## src/rtl/nios_system_main_memory_arbiter.sv

```systemverilog
// ============================================================================
// Module   : nios_system_main_memory_arbiter
// Purpose  : Two-port Avalon-MM arbiter in front of the single-port on-chip
//            main memory (1-cycle read latency). Fixed priority (port A) by
//            default; define MAIN_MEMORY_ARB_ROUND_ROBIN_EN for alternation.
// Revision : 1.0 - initial release
// ============================================================================
`default_nettype none

module nios_system_main_memory_arbiter #(
   parameter int ADDR_W   = 17,
   parameter int DATA_W   = 32,
   parameter int HOLD_MAX = 4
) (
   input  logic                  clk,
   input  logic                  reset,

   input  logic [ADDR_W-1:0]     a_address,
   input  logic [DATA_W/8-1:0]   a_byteenable,
   input  logic                  a_read,
   input  logic                  a_write,
   input  logic [DATA_W-1:0]     a_writedata,
   output logic                  a_waitrequest,
   output logic [DATA_W-1:0]     a_readdata,
   output logic                  a_readdatavalid,

   input  logic [ADDR_W-1:0]     b_address,
   input  logic [DATA_W/8-1:0]   b_byteenable,
   input  logic                  b_read,
   input  logic                  b_write,
   input  logic [DATA_W-1:0]     b_writedata,
   output logic                  b_waitrequest,
   output logic [DATA_W-1:0]     b_readdata,
   output logic                  b_readdatavalid,

   output logic [ADDR_W-1:0]     m_address,
   output logic [DATA_W/8-1:0]   m_byteenable,
   output logic                  m_chipselect,
   output logic                  m_write,
   output logic [DATA_W-1:0]     m_writedata,
   output logic                  m_clken,
   input  logic [DATA_W-1:0]     m_readdata
);

   localparam logic       GNT_A   = 1'b0;
   localparam logic       GNT_B   = 1'b1;
   localparam logic [1:0] RD_IDLE = 2'd0;
   localparam logic [1:0] RD_A    = 2'd1;
   localparam logic [1:0] RD_B    = 2'd2;

   logic       last_grant_q, last_grant_d;
   logic [3:0] hold_cnt_q,   hold_cnt_d;
   logic [1:0] rd_own_q,     rd_own_d;

   logic req_a, req_b;
   logic contend_b;
   logic grant_a, grant_b;
   logic sel_wr;

   assign req_a = a_read | a_write;
   assign req_b = b_read | b_write;

`ifdef MAIN_MEMORY_ARB_ROUND_ROBIN_EN
   // Alternation already yields to the other port every cycle of contention.
   always_comb begin
      contend_b = (last_grant_q == GNT_A);
   end
`else
   localparam logic [3:0] HOLD_LIM = 4'(HOLD_MAX);

   always_comb begin
      contend_b = (last_grant_q == GNT_A) && (hold_cnt_q == HOLD_LIM);
   end
`endif

   // No grants at all while reset is held, so waitrequest mirrors the request.
   always_comb begin
      grant_a = ~reset & req_a & (~req_b | ~contend_b);
      grant_b = ~reset & req_b & (~req_a |  contend_b);
   end

   always_comb begin
      last_grant_d = last_grant_q;
      hold_cnt_d   = 4'd0;
      rd_own_d     = RD_IDLE;

      if (grant_a || grant_b) begin
         if (grant_b != last_grant_q) begin
            last_grant_d = grant_b;
            hold_cnt_d   = 4'd1;
         end else if (grant_b ? req_a : req_b) begin
            hold_cnt_d = (hold_cnt_q == 4'hF) ? 4'hF : hold_cnt_q + 4'd1;
         end else begin
            hold_cnt_d = 4'd0;
         end
      end

      if (grant_a && !a_write) begin
         rd_own_d = RD_A;
      end else if (grant_b && !b_write) begin
         rd_own_d = RD_B;
      end
   end

   always_ff @(posedge clk or posedge reset) begin
      if (reset) begin
         last_grant_q <= GNT_B;
         hold_cnt_q   <= 4'd0;
         rd_own_q     <= RD_IDLE;
      end else begin
         last_grant_q <= last_grant_d;
         hold_cnt_q   <= hold_cnt_d;
         rd_own_q     <= rd_own_d;
      end
   end

   // Port A's command is presented whenever B is not granted (idle included).
   always_comb begin
      sel_wr       = grant_b ? b_write : a_write;
      m_address    = grant_b ? b_address   : a_address;
      m_writedata  = grant_b ? b_writedata : a_writedata;
      m_byteenable = sel_wr ? (grant_b ? b_byteenable : a_byteenable) : '1;
      m_chipselect = grant_a | grant_b;
      m_write      = (grant_a | grant_b) & sel_wr;
      m_clken      = 1'b1;
   end

   assign a_waitrequest   = req_a & ~grant_a;
   assign b_waitrequest   = req_b & ~grant_b;
   assign a_readdata      = m_readdata;
   assign b_readdata      = m_readdata;
   assign a_readdatavalid = (rd_own_q == RD_A);
   assign b_readdatavalid = (rd_own_q == RD_B);

endmodule

`default_nettype wire

```

## config.mk

```make
export PLATFORM = sky130hd
export DESIGN_NAME = nios_system_main_memory_arbiter
export DESIGN_NICKNAME = d
export VERILOG_FILES = /design/src/rtl/nios_system_main_memory_arbiter.sv
export SDC_FILE = /design/constraint.sdc
export NUM_CORES = 1
export LEC_CHECK = 0
export CAP_MARGIN = 20
export CORE_AREA = 2 2 103 105
export CTS_CLUSTER_SIZE = 20
export DETAILED_ROUTE_END_ITERATION = 10
export DIE_AREA = 0 0 105 107
export GPL_TIMING_DRIVEN = 0
export PLACE_DENSITY = 0.65
export RECOVER_POWER = 50
export SYNTH_ARGS = -nofsm -noshare
export SYNTH_HDL_FRONTEND = slang
export SYNTH_SLANG_ARGS = --single-unit
```

## constraint.sdc

```tcl
create_clock -name clk -period 2.6 [get_ports clk]
set_input_delay 0.52 -clock clk [delete_from_list [all_inputs] [get_ports clk]]
set_output_delay 0.52 -clock clk [all_outputs]
set_load 0.01 [all_outputs]
```

==> results.md <==
- Ratio of final minimum period to clock period: 0.996
- Vias after detailed routing: between 2,000 and 2,500
- Leakage component of the power: roughly 2.0 nW
- Initial Util: 0.161
- Share of async-settable or async-resettable flops after synthesis: 1.00
- Final-report hold violation count: 0
- Library cell appearing most often on the critical path: sky130_fd_sc_hd__buf_6
- Die outline area: roughly 11,000 sq um
- Syn_nets: 319
- Iteration count of the initial detailed-routing pass: 3
- Number of failing setup endpoints in the final timing report: 0
- Average size of a mapped cell: approximately 9.4 sq um
- CP Max Fanout: 8
- Drt total wl: 8180 microns
- Post-CTS Hold Fix Bufs: 0
- Clock skew after layout: 0.000164 ns
- Placement-stage worst setup slack: -0.521 ns
- Filler cells: 1,013
- Routability cong.: 0.742
- Number of nets in the layout: 579
- Status: finished, final reports clean
- TritonCTS clock tree: built
- Slowest stage delay, CP: 0.35 ns
- Area share of the leading cell type in the synthesized netlist: 0.318
- Shortest period the worst path allows: 2.59 ns
- Pwr Total: ~0.00096 W
- Origin of the worst setup path: hold_cnt_q[1]$_DFF_PP0_
- Total standard cell area after synthesis: around 1600 sq um
- Worst hold path type: in2async
- Max Cap Viol: 0
- Iter 0 DRT Violations: 34
- Global router's overall resource usage: 0.129
- Count leader, synth: sky130_fd_sc_hd__buf_4
- Gr ovfl total: 0
- Main flop type after synthesis: sky130_fd_sc_hd__dfrtp_1
- Synthesis-to-finish area growth: 171%
- Number of levels in the clock H-tree: 1
- Proportion of synthesized chip area in sequential cells: 0.108
- Worst-case setup margin in the final layout: approximately 0.010 ns
- ANT cells: 0
- Post-route design area: 4410 sq um
- Count of warnings emitted by yosys: 0
- Maximum number of pins on one net before global-route repair: 11
- Type of origin of the critical path: flop
- Clk_lat worst skew: 0.23 ns
- Largest cells by area after synthesis: sky130_fd_sc_hd__mux2_2 32%, sky130_fd_sc_hd__buf_4 30%, sky130_fd_sc_hd__dfrtp_1 9.2%
- Arrival time worst endpoint: 2.07 ns
- Post-synth top area cell: sky130_fd_sc_hd__mux2_2
- Clock Tree Root: sky130_fd_sc_hd__clkbuf_8
- CORE AREA: roughly 10,000 sq um
- Count of input and output buffers: 234
- Worst setup EP type: output port
- Maximum achievable frequency: 386 MHz
- Peak supply drop: between 0.0001 and 0.00015 V
- Detail Placement HPWL: between 6000 and 7000 microns
- Number of clock sinks: 7
- Vias/cell: 3.86
- Die outline height: 107 microns
- Number of buffers between clock root and the deepest sink: 2
- Final Instance Count excl. Fillers: ~570
- Wire length of the first global-routing pass: 11,800 microns
- Initial antenna violation count: 0
- Number of distinct standard cells referenced by the synthesized netlist: 32
- Commonest cells in the netlist: 65 x sky130_fd_sc_hd__buf_4, 46 x sky130_fd_sc_hd__mux2_2, 6 x sky130_fd_sc_hd__dfrtp_1, 5 x sky130_fd_sc_hd__clkbuf_8, 5 x sky130_fd_sc_hd__o22a_1
- Count of unresolved DRC violations after routing: 0
- Reg2reg start: last_grant_q$_DFFE_PP1P_
- Number of instances in the synthesized netlist: 173
- Io pins: 268
- Number of pins with negative max-slew slack in the final report: 0
- Final-layout setup total negative slack: 0 ns
- Number of placed instances with taps included: between 500 and 600
- Crit path max-delay cell type: sky130_fd_sc_hd__dfrtp_1
- Unrepaired setup endpoints after global routing: true
- Count of standard-cell rows: 37
- EDFF count, synth: 0
- Number of buffers inserted during clock tree synthesis: 3
- Cells along the critical path: inv_2 -> ha_4 -> and4bb_2 -> o21ai_4 -> buf_12 -> buf_6 -> buf_6 -> mux2_2 -> buf_2
- Number of antenna-violating nets in the routed design: 0
- Total power per unit cell area: 218 nW/um^2
- Flip-flop and latch count after synthesis: 7
- Critical path start-end classification: reg2out
- Wire length per cell: 14.4 microns
- Clock slew at reported path FFs: 0.04 ns
- Total cell area at the placement stage: 4140 sq um
- Share of layout cells above drive strength 1: 0.470
- Required arrival time at the worst endpoint: 2.08 ns
- Number of global-route vias before repair: ~2,300
- Die width: 105 microns
stage by stage:
step	utilization	hold slack (ns)
after CTS	0.421	0.465
after global placement	0.410	0.638
after detailed placement	0.410	0.643
after global routing	0.437	0.560
final	0.437	0.515
after floorplan	-	0.361
registers in the layout, summed over array words and instances, names as in the netlist:
name          cells
rd_own_q          2
hold_cnt_q        4
last_grant_q      1
layout make-up:
type / instances / area (sq um) / share of cell area
well taps: 136 / 170 / 0.0386
plain buffers: 70 / 603 / 0.137
repair buffers: 256 / 2440 / 0.554
clock buffers: 4 / 45.0 / 0.0102
flip-flops and latches: 7 / 176 / 0.0400
multi-input cells: 91 / 953 / 0.216
inverters: 4 / 16.3 / 0.00369
layer usage:
layer | GRT usage | share of wire
met1 | 0.136 | 0.36
met2 | 0.251 | 0.54
met3 | 0.0383 | 0.097
met4 | 0.0267 | 0.010
met5 | 0 | 0
placed cells by master, fill, tap and decap left out, drive strengths merged, types with 2 or more instances in the layout:
| master | netlist | layout |
|---|---|---|
| nor4 | 2 | 2 |
| nand2b | 2 | 2 |
| nand3 | 2 | 2 |
| nor2 | 4 | 4 |
| clkdlybuf4s50 | 0 | 175 |
| dlymetal6s2s | 0 | 3 |
| ha | 2 | 2 |
| clkdlybuf4s15 | 0 | 2 |
| nor2b | 3 | 3 |
| clkbuf | 5 | 13 |
| dlygate4sd2 | 0 | 7 |
| dfrtp | 6 | 6 |
| o21ai | 5 | 5 |
| o22a | 5 | 5 |
| mux2 | 49 | 49 |
| buf | 66 | 130 |
| a21oi | 3 | 3 |
| inv | 4 | 3 |
critical path, delay by kind of cell (launching register included):
family,cells,cell delay [ns]
adders and majority gates,1,0.16
DFF,1,0.35
muxes,1,0.33
buffers and inverters,5,0.60
and+or+nand+nor,1,0.26
AOI/OAI and AO/OA,1,0.15
where the power goes:
group | switching (W) | internal, W
registers | 0.00000326 | 0.000116
clock network | 0.0000500 | 0.000106
logic | 0.000217 | 0.000470
timing repair:
item / in CTS / in global routing
setup endpoints to repair: 56 / 42
pin swaps: 3 / 1
hold endpoints to repair: 0 / 0
gates resized for setup: 205 / 55
gates cloned: 2 / 1
buffers inserted: 14 / 5
path summary, 6_finish.rpt:
check | slack (ns) | end | cells past startpoint
worst max-delay path | 0.01 | m_writedata[14] | 9
worst min-delay path | 0.51 | hold_cnt_q[3]$_DFF_PP0_ | 3
worst max register to register | 1.06 | hold_cnt_q[0]$_DFF_PP0_ | 4
worst min register to register | 0.64 | hold_cnt_q[1]$_DFF_PP0_ | 2
max in group asynchronous | 1.69 | last_grant_q$_DFFE_PP1P_ | 3
min in group clk | 0.64 | hold_cnt_q[1]$_DFF_PP0_ | 2
cells by family (layout without fill, tap and decap cells):
| kind of cell | count (synthesis) | count (layout) | synth area share |
|---|---|---|---|
| buffers and inverters | 75 | 334 | 0.358 |
| multiplexers | 50 | 50 | 0.352 |
| AO/OA/AOI/OAI | 20 | 20 | 0.0975 |
| AND/OR/NAND/NOR | 18 | 18 | 0.0668 |
| flip-flops | 7 | 7 | 0.108 |
| adder cells (fa/ha/maj) | 2 | 2 | 0.0154 |
| other | 1 | 1 | 0.00230 |
Power figures use the tool's default switching activity.
==> variant 1: new RTL, same settings <==
Change the parameter `ADDR_W` from 17 to 21.
--- a/src/rtl/nios_system_main_memory_arbiter.sv
+++ b/src/rtl/nios_system_main_memory_arbiter.sv
@@ -8,7 +8,7 @@
 `default_nettype none
 
 module nios_system_main_memory_arbiter #(
-   parameter int ADDR_W   = 17,
+   parameter int ADDR_W   = 21,
    parameter int DATA_W   = 32,
    parameter int HOLD_MAX = 4
 ) (
Interface: changed (resized a_address, b_address and m_address); port bits go from 268 to 280. The function was not compared with the original's and may differ.
==> variant 1 against the unedited design <==
  * Synthesized area up 0.31%
  * Total power up 8.2%
  * The run now ends with setup timing left
  * Maximum frequency down 0.75%
  * Worst setup slack worse by 19 ps
  * Register-to-register slack worse by 130 ps
  * Sequential cell count unchanged
  * Cell area up 8.2%
  * Combinational power up 12%
  * Wire length up 12%
==> variant 1: results (changes against the unedited design) <==
[yosys]
ys_types=31  ; was 32
yosys_warnings=0  ; unchanged
synth-seq-area-share=0.1080  ; was 0.1083
synth_async_sr_flop_share=1.000  ; unchanged
synth.top_cells.by_count=buf_4, mux2_2, dfrtp_1  ; unchanged
synthTopCellsByArea=mux2_2, buf_4, dfrtp_1  ; unchanged
synthesis.instances=177  ; was 173
synth.net_count=331  ; was 319
synthFlopType=dfrtp_1  ; unchanged

[sta]
finalWorstSetupSlack_ps=-8.956  ; was 10.49 ps
setup_viol_count_final=5  ; was 0
worst_clock_skew_ps=1.321  ; was 0.1643 ps
totalNegativeSetupSlack_ps=-22.56  ; was 0 ps

[power]
vdd.ir_drop.worst_mv=0.1122  ; was 0.1304 mV
leakage_nw=2.248  ; was 2.008 nW

[finish]
count_of_non_filler_cells_in_the_finished_layout=588  ; was 568
biggestRegsByFlops=hold_cnt_q x4, rd_own_q x2, last_grant_q x1  ; unchanged
layout.nets=607  ; was 579
antenna-diode-count=0  ; unchanged
layout_cell_share_with_drive_strength_beyond_1=0.4735  ; was 0.4699

[grt]
number_of_antenna_violations_at_the_first_check_in_global_routing=0  ; unchanged
global_route_wire_length_before_repair_um=12880  ; was 11,800 um
largest_net_degree_at_the_start_of_global_routing=9  ; was 11
number_of_global_route_vias_before_repair=2505  ; was 2,348
track_usage=0.1439  ; was 0.1290

[routing]
initial_drc_count=61  ; was 34
vias=2304  ; was 2,193
first_pass_iters=4  ; was 3
drt-wirelength-per-cell_um=15.51  ; was 14.40 um

[clocking]
cts_buf_count=3  ; unchanged
cts_htree_levels=1  ; unchanged
clk_transition_reported_paths_ps=40  ; about the same
cts.path.max_buffers=2  ; unchanged
root_buffer=clkbuf_8  ; unchanged
clkLatencyLatePin_ps=230  ; about the same

[place]
gpl.final_weighted_congestion=0.7035  ; was 0.7419
io_buffer_count=246  ; was 234
place.detailed.instances=559  ; was 543
post-dp-hpwl_um=7601  ; was 6815 um

[critical_path]
worstPathArrival_ps=2090  ; was 2070 ps
reg2reg_setup_slack_ps=930  ; was 1060 ps
critical_path.max_fanout=6  ; was 8

[status]
result_of_the_run=finished, violations left  ; was completed
failed_checks=setup timing

[min_path]
worst_min_delay_path_class=in2async  ; unchanged

==> variant 1: cell types whose count changed after synthesis, sizes merged <==
| cell | unedited run | this run |
|---|---|---|
| buf | 66 | 71 |
| clkbuf | 5 | 0 |
| mux2 | 49 | 53 |
==> variant 1: power breakdown <==
group	switching, W	internal, W	total (W)
logic	0.000238	0.000529	0.000767
clock network	0.0000490	0.000106	0.000155
registers	0.00000292	0.000116	0.000119
total	0.000290	0.000751	0.00104
==> variant 1: layout make-up <==
type	count	area [um^2]
multi-input cells	95	1066
fillers	1002	5323
clock buffers	4	45.04
well taps	136	170.2
repair buffers	273	2748
plain buffers	69	548.0
flip-flops and latches	7	176.4
inverters	4	16.27
==> variant 1: final timing paths <==
kind	depth (start not counted)	from	end
min	3	reset	hold_cnt_q[3]$_DFF_PP0_
min reg2reg	2	hold_cnt_q[3]$_DFF_PP0_	hold_cnt_q[1]$_DFF_PP0_
max	9	hold_cnt_q[1]$_DFF_PP0_	m_writedata[6]
max reg2reg	7	hold_cnt_q[1]$_DFF_PP0_	hold_cnt_q[1]$_DFF_PP0_
max in group asynchronous	3	reset	rd_own_q[1]$_DFF_PP0_
min in group clk	2	hold_cnt_q[3]$_DFF_PP0_	hold_cnt_q[1]$_DFF_PP0_
==> variant 1: timing repair <==
action	4_1_cts	5_1_grt
endpoints found under the hold margin	0	0
setup endpoints to repair	59	55
pin swaps	4	2
cloned	4	0
setup buffers	22	2
gates resized for setup	270	75
==> variant 1: per-layer routing <==
metal  global-route usage  up-vias  wire (um)
li1                     -     1109          -
met1               0.1418     1039       3037
met2               0.2964      151       5078
met3              0.04681        5        961
met4              0.01714        0         44
met5                    0        -          0
==> variant 1: worst max-delay path: stages (launching register included) <==
cell and delay (ps):
dfrtp_1 330, inv_1 50, ha_2 170, and4bb_2 260, o21ai_4 200, buf_12 130
buf_12 130, buf_16 130, mux2_4 320, buf_6 130
==> variant 1: cells by family after synthesis <==
| kind of cell | Yosys count | share of synthesized area |
|---|---|---|
| muxes | 54 | 0.3714 |
| DFF | 7 | 0.1080 |
| adders and majority gates | 2 | 0.01531 |
| AOI/OAI and AO/OA | 20 | 0.09648 |
| other | 1 | 0.002295 |
| buffers and inverters | 75 | 0.3400 |
| and+or+nand+nor | 18 | 0.06661 |
==> variant 1: through the flow <==
stage | worst slack, ps | area, um^2 | hold WS [ps]
after CTS | -57.78 | 4647 | 509.2
after floorplan | 329.0 | 1634 | 360.9
after global placement | -693.4 | 4267 | 629.9
after global routing | -87.32 | 4770 | 677.0
after detailed placement | -686.6 | 4267 | 636.8
final | -8.956 | 4770 | 619.7
==> variant 2: new RTL, same settings <==
Made on the original files. Reset style: synchronous (`reset`), changed in one clocked block.
--- a/src/rtl/nios_system_main_memory_arbiter.sv
+++ b/src/rtl/nios_system_main_memory_arbiter.sv
@@ -102,7 +102,7 @@
       end
    end
 
-   always_ff @(posedge clk or posedge reset) begin
+   always_ff @(posedge clk) begin
       if (reset) begin
          last_grant_q <= GNT_B;
          hold_cnt_q   <= 4'd0;
Behaviour: differs if reset is asserted again (counterexample within 4 cycles, from zero or initial values and one cycle with reset high); with reset held inactive, the same outputs for 10 cycles.
==> variant 2 against the unedited design <==
  * Synthesized area up 7.8%
  * Wire length is 3.7% higher
  * Clock skew is essentially flat
  * Maximum frequency is 2.0% higher
  * Critical path depth is 3 lower
  * Register-to-register slack improved by 70 ps
  * Sequential cell count unchanged
  * Cell area shrank 1.5%
  * Non-clock buffer count down 6
  * Die area unchanged
  * Total power fell by 4.1%
  * Worst setup slack gained 51 ps
  * Highest routed layer unchanged
==> variant 2: results (changes against the unedited design) <==
[clocking]
cts_post_setup_buffers_inserted=13  ; was 14
cts_resized=137  ; was 205

[critical_path]
worst_r2r_dst=hold_cnt_q[1]$_SDFF_PP0_  ; was hold_cnt_q[0]$_DFF_PP0_
worstPathArrival_ps=2020  ; was 2070 ps
reg2reg_setup_slack_ps=1130  ; was 1060 ps
worst_r2r_src=hold_cnt_q[0]$_SDFF_PP0_  ; was last_grant_q$_DFFE_PP1P_
worst_r2r_path_depth=5  ; was 4

[routing]
first_pass_iters=4  ; was 3
met3_wirelength_um=765  ; was 794 um
detail_route.wirelength.met1_um=3433  ; was 2910 um
vias=2177  ; was 2,193
drt-wirelength-per-cell_um=15.03  ; was 14.40 um
vias_per_std_cell=3.860  ; was 3.861

[sta]
hold-worst-slack_ps=545.4  ; was 514.6 ps

[yosys]
synth.net_count=321  ; was 319
synthTopCellsByArea=mux2_4, buf_4, dfxtp_1  ; was mux2_2, buf_4, dfrtp_1
synth_async_sr_flop_share=0  ; was 1.000
post_synth_mux_area_share=0.4248  ; was 0.3518
synth_compound_area_frac=0.09123  ; was 0.09754
synthFlopType=dfxtp_1  ; was dfrtp_1

[power]
vdd.ir_drop.worst_mv=0.1077  ; was 0.1304 mV
leakage_nw=2.074  ; was 2.008 nW
netSwitchingPower_w=0.0002607  ; was 0.0002699 W

[grt]
met1_usage=0.1615  ; was 0.1363
global_route_wire_length_before_repair_um=12160  ; was 11,800 um
track_usage=0.1375  ; was 0.1290
grt.met3_usage=0.04863  ; was 0.03830

[place]
gpl.final_weighted_congestion=0.7652  ; was 0.7419
place.detailed.instances=545  ; was 543

[status]
result_of_the_run=completed  ; unchanged

[finish]
layout.nets=575  ; was 579
layout_cell_share_with_drive_strength_beyond_1=0.4276  ; was 0.4699

[min_path]
worst_min_delay_path_class=reg2reg  ; was in2async

-- variant 2: how the worst max path moves through the flow --
stage                             startpoint         endpoint  slack [ps]  cells past startpoint
finish                                b_read  m_byteenable[3]          60                      6
global route        hold_cnt_q[0]$_SDFF_PP0_   m_writedata[6]           1                      8
floorplan           hold_cnt_q[0]$_SDFF_PP0_     m_address[0]         540                      6
CTS                 hold_cnt_q[1]$_SDFF_PP0_  m_writedata[12]          -5                      8
detailed placement                   b_write  m_writedata[23]        -760                      6
global placement                     b_write  m_writedata[23]        -750                      6
-- variant 2: cell type report --
| type | instances | area [um^2] |
|---|---|---|
| clock buffers | 4 | 45.04 |
| flip-flops and latches | 7 | 142.6 |
| well taps | 136 | 170.2 |
| multi-input cells | 92 | 1070 |
| repair buffers | 250 | 2326 |
| plain buffers | 70 | 570.5 |
| inverters | 5 | 18.77 |
| fillers | 1029 | 5749 |
-- variant 2: worst max-delay path, delay by kind of cell --
kind	cells	cell delay, ps
compound gates	3	470
buf+inv	3	1030
